`config.mk`:
```
export PLATFORM = sky130hd
export DESIGN_NAME = cpu_memory_responder
export DESIGN_NICKNAME = d
export VERILOG_FILES = /design/src/rtl/cpu_memory_responder.sv
export SDC_FILE = /design/constraint.sdc
export NUM_CORES = 2
export LEC_CHECK = 0
export BUFFER_PORTS_ARGS = -buffer_cell sky130_fd_sc_hd__buf_2
export CAP_MARGIN = 20
export CORE_UTILIZATION = 40
export CTS_BUF_LIST = sky130_fd_sc_hd__clkbuf_4
export DETAILED_ROUTE_END_ITERATION = 12
export GPL_ROUTABILITY_DRIVEN = 0
export RECOVER_POWER = 50
export SLEW_MARGIN = 40
export SYNTH_ARGS = -nofsm -noshare
export SYNTH_HDL_FRONTEND = slang
export SYNTH_SLANG_ARGS = --single-unit
```
`constraint.sdc`:
```
create_clock -name clk -period 2.79 [get_ports clk]
set_input_delay 0.279 -clock clk [delete_from_list [all_inputs] [get_ports clk]]
set_output_delay 0.279 -clock clk [all_outputs]
set_load 0.05 [all_outputs]
```
`src/rtl/cpu_memory_responder.sv`:
```
// Responder for the CPU nibble memory bus: work RAM, display RAM with a scan-out port, and an I/O window.
// Define RAM_CLEAR_EN to zero both RAMs after every reset (busy stays high while clearing).
module cpu_memory_responder #(
    parameter int          RAM_WORDS  = 640,
    parameter logic [11:0] VRAM_BASE  = 12'hE00,
    parameter int          VRAM_WORDS = 128,
    parameter logic [11:0] IO_BASE    = 12'hF00
) (
    input  logic        clk,
    input  logic        reset_n,
    input  logic        memory_write_en,
    input  logic [11:0] memory_addr,
    input  logic [3:0]  memory_write_data,
    output logic [3:0]  memory_read_data,
    output logic        io_write_en,
    output logic [6:0]  io_addr,
    output logic [3:0]  io_write_data,
    input  logic [3:0]  io_read_data,
    input  logic [6:0]  video_addr,
    output logic [3:0]  video_data,
    output logic        busy
);
    localparam int          RAM_AW  = $clog2(RAM_WORDS);
    localparam int          VRAM_AW = $clog2(VRAM_WORDS);
    localparam logic [12:0] RAM_END = 13'(RAM_WORDS);
    localparam logic [12:0] VRAM_LO = {1'b0, VRAM_BASE};
    localparam logic [12:0] VRAM_HI = VRAM_LO + 13'(VRAM_WORDS);
    localparam logic [12:0] IO_LO   = {1'b0, IO_BASE};
    localparam logic [12:0] IO_HI   = IO_LO + 13'd128;

    logic [3:0] ram_mem  [RAM_WORDS];
    logic [3:0] vram_mem [VRAM_WORDS];

    logic               hit_ram;
    logic               hit_vram;
    logic               hit_io;
    logic [RAM_AW-1:0]  ram_idx;
    logic [VRAM_AW-1:0] vram_idx;
    logic [VRAM_AW-1:0] video_idx;
    logic               video_in_range;
    logic [6:0]         io_off;

    logic               clearing;
    logic               clr_ram_we;
    logic               clr_vram_we;
    logic [RAM_AW-1:0]  clr_ram_idx;
    logic [VRAM_AW-1:0] clr_vram_idx;

    logic               cpu_we;
    logic               ram_we;
    logic               vram_we;
    logic [RAM_AW-1:0]  ram_widx;
    logic [VRAM_AW-1:0] vram_widx;
    logic [3:0]         wr_nibble;

    logic [3:0] memory_read_data_q, memory_read_data_d;
    logic [3:0] video_data_q, video_data_d;
    logic       io_write_en_q, io_write_en_d;
    logic [6:0] io_waddr_q, io_waddr_d;
    logic [3:0] io_wdata_q, io_wdata_d;

    // Region decode in priority order RAM, VRAM, IO; offsets wrap in 12 bits then truncate.
    always_comb begin
        hit_ram        = {1'b0, memory_addr} < RAM_END;
        hit_vram       = !hit_ram && ({1'b0, memory_addr} >= VRAM_LO) && ({1'b0, memory_addr} < VRAM_HI);
        hit_io         = !hit_ram && !hit_vram && ({1'b0, memory_addr} >= IO_LO) && ({1'b0, memory_addr} < IO_HI);
        ram_idx        = RAM_AW'(memory_addr);
        vram_idx       = VRAM_AW'(memory_addr - VRAM_BASE);
        io_off         = 7'(memory_addr - IO_BASE);
        video_in_range = {25'd0, video_addr} < 32'(VRAM_WORDS);
        video_idx      = VRAM_AW'(video_addr);
    end

`ifdef RAM_CLEAR_EN
    localparam int   CLR_WORDS = (RAM_WORDS > VRAM_WORDS) ? RAM_WORDS : VRAM_WORDS;
    localparam int   CLR_W     = $clog2(CLR_WORDS);
    localparam logic ST_IDLE   = 1'b0;
    localparam logic ST_CLEAR  = 1'b1;

    logic             state_q, state_d;
    logic [CLR_W-1:0] clr_cnt_q, clr_cnt_d;

    always_comb begin
        state_d   = state_q;
        clr_cnt_d = clr_cnt_q;
        if (state_q == ST_CLEAR) begin
            if (clr_cnt_q == CLR_W'(CLR_WORDS - 1)) begin
                state_d   = ST_IDLE;
                clr_cnt_d = '0;
            end else begin
                clr_cnt_d = clr_cnt_q + 1'b1;
            end
        end
    end

    // Every reset, including one landing mid-clear, restarts the sweep from entry 0.
    always_ff @(posedge clk) begin
        if (!reset_n) begin
            state_q   <= ST_CLEAR;
            clr_cnt_q <= '0;
        end else begin
            state_q   <= state_d;
            clr_cnt_q <= clr_cnt_d;
        end
    end

    assign clearing     = (state_q == ST_CLEAR);
    assign clr_ram_we   = clearing && ({1'b0, clr_cnt_q} < (CLR_W + 1)'(RAM_WORDS));
    assign clr_vram_we  = clearing && ({1'b0, clr_cnt_q} < (CLR_W + 1)'(VRAM_WORDS));
    assign clr_ram_idx  = RAM_AW'(clr_cnt_q);
    assign clr_vram_idx = VRAM_AW'(clr_cnt_q);
`else
    assign clearing     = 1'b0;
    assign clr_ram_we   = 1'b0;
    assign clr_vram_we  = 1'b0;
    assign clr_ram_idx  = '0;
    assign clr_vram_idx = '0;
`endif

    assign busy = clearing;

    always_comb begin
        cpu_we    = memory_write_en && reset_n && !clearing;
        ram_we    = (cpu_we && hit_ram) || clr_ram_we;
        vram_we   = (cpu_we && hit_vram) || clr_vram_we;
        ram_widx  = clearing ? clr_ram_idx : ram_idx;
        vram_widx = clearing ? clr_vram_idx : vram_idx;
        wr_nibble = clearing ? 4'h0 : memory_write_data;
    end

    // Arrays are read combinationally before the edge, so a same-edge write yields the old nibble.
    always_ff @(posedge clk) begin
        if (ram_we) begin
            ram_mem[ram_widx] <= wr_nibble;
        end
        if (vram_we) begin
            vram_mem[vram_widx] <= wr_nibble;
        end
    end

    always_comb begin
        memory_read_data_d = 4'h0;
        if (!clearing) begin
            if (hit_ram) begin
                memory_read_data_d = ram_mem[ram_idx];
            end else if (hit_vram) begin
                memory_read_data_d = vram_mem[vram_idx];
            end else if (hit_io) begin
                memory_read_data_d = io_read_data;
            end
        end
        video_data_d  = (!clearing && video_in_range) ? vram_mem[video_idx] : 4'h0;
        io_write_en_d = cpu_we && hit_io;
        io_waddr_d    = io_write_en_d ? io_off : io_waddr_q;
        io_wdata_d    = io_write_en_d ? memory_write_data : io_wdata_q;
    end

    always_ff @(posedge clk) begin
        if (!reset_n) begin
            memory_read_data_q <= 4'h0;
            video_data_q       <= 4'h0;
            io_write_en_q      <= 1'b0;
            io_waddr_q         <= 7'h00;
            io_wdata_q         <= 4'h0;
        end else begin
            memory_read_data_q <= memory_read_data_d;
            video_data_q       <= video_data_d;
            io_write_en_q      <= io_write_en_d;
            io_waddr_q         <= io_waddr_d;
            io_wdata_q         <= io_wdata_d;
        end
    end

    // While the strobe is up the peripheral sees the committed write, even if the CPU has moved on.
    assign memory_read_data = memory_read_data_q;
    assign video_data       = video_data_q;
    assign io_write_en      = io_write_en_q;
    assign io_addr          = io_write_en_q ? io_waddr_q : io_off;
    assign io_write_data    = io_write_en_q ? io_wdata_q : memory_write_data;

endmodule

```
Yosys cells after proc, flatten, opt, wreduce, memory -nomap -nowiden
Memories as Yosys holds them, arrays and structs flattened. A register that Yosys moved wholly into a read port is not among the register bits.
Cells that the tools add are included.
{ "classes": {"add_sub_neg": 2, "order_cmp": 5, "mux": 9, "n_reduce_logical": 12} }
{ "ops": {"columns": ["op", "n"], "rows": [
  ["greater-or-equal comparator 12 bit, second input constant", 2],
  ["less-than comparator 12 bit, second input constant", 2],
  ["two-way mux 4 bit", 4],
  ["subtractor 7 x 1 -> 7 bit, second input constant", 2],
  ["less-than comparator 12 x 10 -> 1 bit, second input constant", 1],
  ["logical AND 1 bit", 9],
  ["two-way mux 7 bit", 1],
  ["two-way mux 1 bit", 4],
  ["zero test 1 bit", 3]
]} }
{ "totals": {"reg_bits": 16, "ram_bits": 3072, "input_bits": 30, "out_inout_bits": 21, "wordCells": 34, "mem_count": 2} }
{ "mem_list": {"columns": ["name", "depth", "width", "rd", "rd_clocked_by_memory_dff", "wr", "line", "text"], "rows": [
  ["ram_mem", 640, 4, 1, 0, 1, "31", "logic [3:0] ram_mem [RAM_WORDS];"],
  ["vram_mem", 128, 4, 2, 1, 1, "32", "logic [3:0] vram_mem [VRAM_WORDS];"]
]} }

Logic depth before layout (Yosys ltp)
{ "logic_depth": {"depth_word": 11, "depth_mapped": 15, "ltp_nobuf": 8} }

Least setup slack after synthesis
Ideal clock, no wire load.
{ "synth_timing": {"path_type": "input to output", "startpoint": "in memory_addr[2]", "endpoint": "out io_addr[2]", "arrival_ns": 2.644, "t_required_ns": 2.511, "slack_ns": -0.133, "stages": 7, "n_path_buf": 5, "cell_sequence": "clkbuf_1 buf_2 clkinv_1 buf_2 clkbuf_1 clkbuf_1 o21ai_0"} }
{ "synth_via": {"elab_chain_len": 2} }
{ "synth_rtl": {"columns": ["item", "line", "text"], "rows": [
  ["start: declaration", "12", "input logic [11:0] memory_addr,"],
  ["subtractor 7 x 1 -> 7 bit", "69", "io_off = 7'(memory_addr - IO_BASE);"],
  ["two-way mux 7 bit", "178", "assign io_addr = io_write_en_q ? io_waddr_q : io_off;"],
  ["end: declaration", "16", "output logic [6:0] io_addr,"]
]} }
Every way passes these cells.

Worst setup path after layout
{ "layout_timing": {"startpoint": "mem ram_mem[537][0]", "endpoint": "reg memory_read_data_q[0] (netlist: memory_read_data[0])"} }
{ "layout_via": {"elab_chain_len": 2} }
{ "layout_rtl": {"columns": ["item", "line", "text"], "rows": [
  ["start: declaration", "31", null],
  ["memory (640 x 4 bit)", null, null],
  ["two-way mux 4 bit", "144", "if (hit_ram) begin"],
  ["end signal: assignment", "166", "memory_read_data_q <= memory_read_data_d;"],
  ["end: declaration", "56", "logic [3:0] memory_read_data_q, memory_read_data_d;"]
]} }
Every way passes these cells.
A chain may end at the register's enable or synchronous reset.

==> qor.yml <==
clk_pin_slew_worst_paths_ns: 0.07
p_sw_uw: 22800
overflow: 0
grt_setup_unrepaired: "true"
synth_area_um2: 126000
worst-endpoint-required_ns: 4.10
placed_cells: 12000
irDropWorstVdd_uv: 332
dpl-instance-area_um2: 147000
fin_skew_ns: 0.135
ys_types: 72
fin_crit_sh: 1.16
hold_viol: 0
violations: "max-capacitance violations, max-slew violations, negative setup slack"
nFillCells: 25800
syn2layout_area_growth_pct: 23.7
ioPinCount: 51
ant_nets: 0
core_um2: 313000
ys_warn_count: 0
p_int_uw: 72200
cp_slowest_cell: "o41ai_4"
swShare: 0.240
synth_edf_count: 3072
dieWidth_um: 564
std_cell_rows: 205
port_buffers: 49
grt_max_degree: 166
drive_above_1_share: 0.438
setup.worst_path.start_class: "flop"
powerDensity_nw_per_um2: 608
syn_inst: 6448
power.share.sequential: 0.538
power.share.combinational: 0.072
hpwl_um: 303000
status: "finished with violations"
dieHeight_um: 564
post_drt_wl_per_cell_um: 31.9
grt_pass1_vias: 78300
synth_area_per_cell_um2: 19.6
fmax_mhz: 309
first_pass_iters: 6
cp_num_buf_inv: 1
synth-compound-area-share: 0.0271
h-tree-depth: 6
final_cell_mix: "edfxtp_1 (3072), buf_4 (1537), clkbuf_4 (1086), mux4_2 (886), nor2_1 (811)"
seq_area_um2: 92700
yosysSeqAreaShare: 0.733
drc: 0
clk_latency_ns: 1.47
synth_ff_type: "edfxtp_1"
die_area_um2: 318000
syn_nets: 6478
stdcell_area_um2: 156000
setup_ws_ns: -0.450
worstSetupPathType: "reg -> reg"
async_reset_ff_frac: 0
end_kind: "flop"
yosys.area_share.simple: 0.0413
hold_class: "in -> reg"
numCtsBuffers: 763
grt_pass1_wl_um: 594000
crit_family: "compound AO/OA/AOI/OAI gates"
final-instance-count-excl-fill: 13400
worst_ep_arrival_time_ns: 4.55
ys_seq_elements: 3092
cap_viol_max_count: 27
final_common_cell: "edfxtp_1"
num_vias: 78700
viasPerCell: 5.87
grt_antenna_before_repair: 38
dr.first_iter.drc_count: 11200
final_nets: 8727
synth_top_family_by_area: "multiplexers"
slew_violations: 1645
synth-xor-area-share: 0
dp_slack_ns: -1.38
wirelength_um: 428000
synth_mux_area_frac: 0.179
pwr-share-clk: 0.390
finalSetupViolations: 448
yosys.area_share.adder: 0
cts_tree: "yes"
max_stage_delay_ns: 0.57
tightest_slew_ns: 2.33
grt.total_usage: 0.267
start_util: 0.404
cts-root-buf: "clkbuf_4"
crit_path_max_fanout: 1
path_cells: "mux4_2 -> a22o_1 -> a221oi_2 -> a31oi_2 -> o41ai_4 -> buf_4 -> o311ai_1 -> o41a_1 -> o21a_1"
multiInputGateArea_um2: 31900
slew_headroom: -0.551
cts_buffer_depth: 4
clock_sinks: 3092
p_leak_uw: 0.0529
period_minus_slack_ns: 3.24
[worst reg2reg max path, stage by stage, from the launching register on]
cell      delay [ns]
edfxtp_1        0.37
mux4_2          0.49
a22o_1          0.25
a221oi_2        0.21
a31oi_2         0.18
o41ai_4         0.57
buf_4           0.20
o311ai_1        0.09
o41a_1          0.49
o21a_1          0.25
[layer usage]
metal | part of all wire | vias up | global-route usage
met5 | 0.00074 | - | 0.00298
met4 | 0.046 | 28 | 0.114
met3 | 0.11 | 919 | 0.0678
met2 | 0.46 | 5326 | 0.407
met1 | 0.38 | 40900 | 0.363
li1 | - | 31500 | -
[final cells by class]
| cell class | count | share of cell area |
|---|---|---|
| sequential | 3092 | 0.593 |
| multi-input combinational | 2909 | 0.204 |
| timing repair buffer | 1926 | 0.109 |
| clock buffer | 1073 | 0.0515 |
| tap | 4140 | 0.0331 |
| clock inverter | 227 | 0.00820 |
| antenna | 30 | 0.000480 |
| inverter | 5 | 0.000152 |
[registers in the layout (all words and copies together), names as in the netlist]
| signal | count |
|---|---|
| io_write_en | 1 |
| io_waddr_q | 7 |
| vram_mem | 512 |
| memory_read_data | 4 |
| io_wdata_q | 4 |
| video_data | 4 |
| ram_mem | 2560 |
[cells by family (layout without fill, tap and decap cells)]
kind of cell,Yosys count,after routing
compound gates,484,484
buf+inv,447,3231
flops,3092,3092
mux,1140,1140
other cells,1,31
simple gates,1284,1284
[worst paths after layout]
check	end	slack [ns]	cells after the start	from
max	memory_read_data[0]$_SDFF_PN0_	-0.45	9	ram_mem[537][0]$_DFFE_PP_
min	video_data[1]$_SDFF_PN0_	0.19	5	video_addr[6]
max reg2reg	memory_read_data[0]$_SDFF_PN0_	-0.45	9	ram_mem[537][0]$_DFFE_PP_
min reg2reg	io_waddr_q[3]$_SDFFE_PN0P_	0.47	2	io_waddr_q[3]$_SDFFE_PN0P_
[per-stage QoR]
step | power, uW | utilization | TNS [ns] | hold WS [ns]
after floorplan | 55000 | - | -8.08 | 0.378
after global placement | 58700 | 0.468 | -1087.22 | 0.442
after detailed placement | 58700 | 0.468 | -1079.94 | 0.458
after CTS | 95500 | 0.501 | -1.33 | 0.0501
after global routing | 97800 | 0.499 | -28.81 | 0.114
final | 95000 | 0.499 | -39.64 | 0.193
[synth_stat cells, types with 13 or more instances]
| cell type | count | area, um^2 |
|---|---|---|
| dfxtp_1 | 20 | 400 |
| nand3_1 | 30 | 150 |
| buf_6 | 30 | 338 |
| clkbuf_1 | 192 | 721 |
| o221ai_1 | 30 | 263 |
| mux2_2 | 57 | 642 |
| nand2_1 | 286 | 1070 |
| nor2_1 | 836 | 3140 |
| nor3_1 | 21 | 105 |
| a31oi_1 | 22 | 138 |
| buf_1 | 44 | 165 |
| o22ai_1 | 37 | 231 |
| nand4_1 | 21 | 131 |
| a211oi_1 | 24 | 180 |
| a21oi_1 | 72 | 360 |
| edfxtp_1 | 3072 | 92200 |
| mux4_2 | 886 | 20000 |
| a22oi_1 | 128 | 961 |
| a22o_1 | 25 | 219 |
| o21ai_0 | 50 | 250 |
| mux2i_1 | 193 | 1930 |
| nor2b_1 | 13 | 81.3 |
| a221oi_1 | 30 | 263 |
| buf_2 | 129 | 646 |
| buf_4 | 35 | 263 |
[power by group through the flow]
stage               logic [uW]  clock network, uW  registers, uW
floorplan                 2880                  0          52100
global placement          6620                  0          52000
detailed placement        6690                  0          52000
CTS                       6850              37600          51000
global route              7000              39800          51100
finish                    6850              37100          51100
[repair_timing]
item                        CTS  global route
setup endpoints to repair    16            12
pin swaps                    20            12
resized for setup            79            30
setup buffers                 4             2
hold buffers                 47             0
hold endpoints to repair   4208             0
Power figures use the tool's default switching activity.
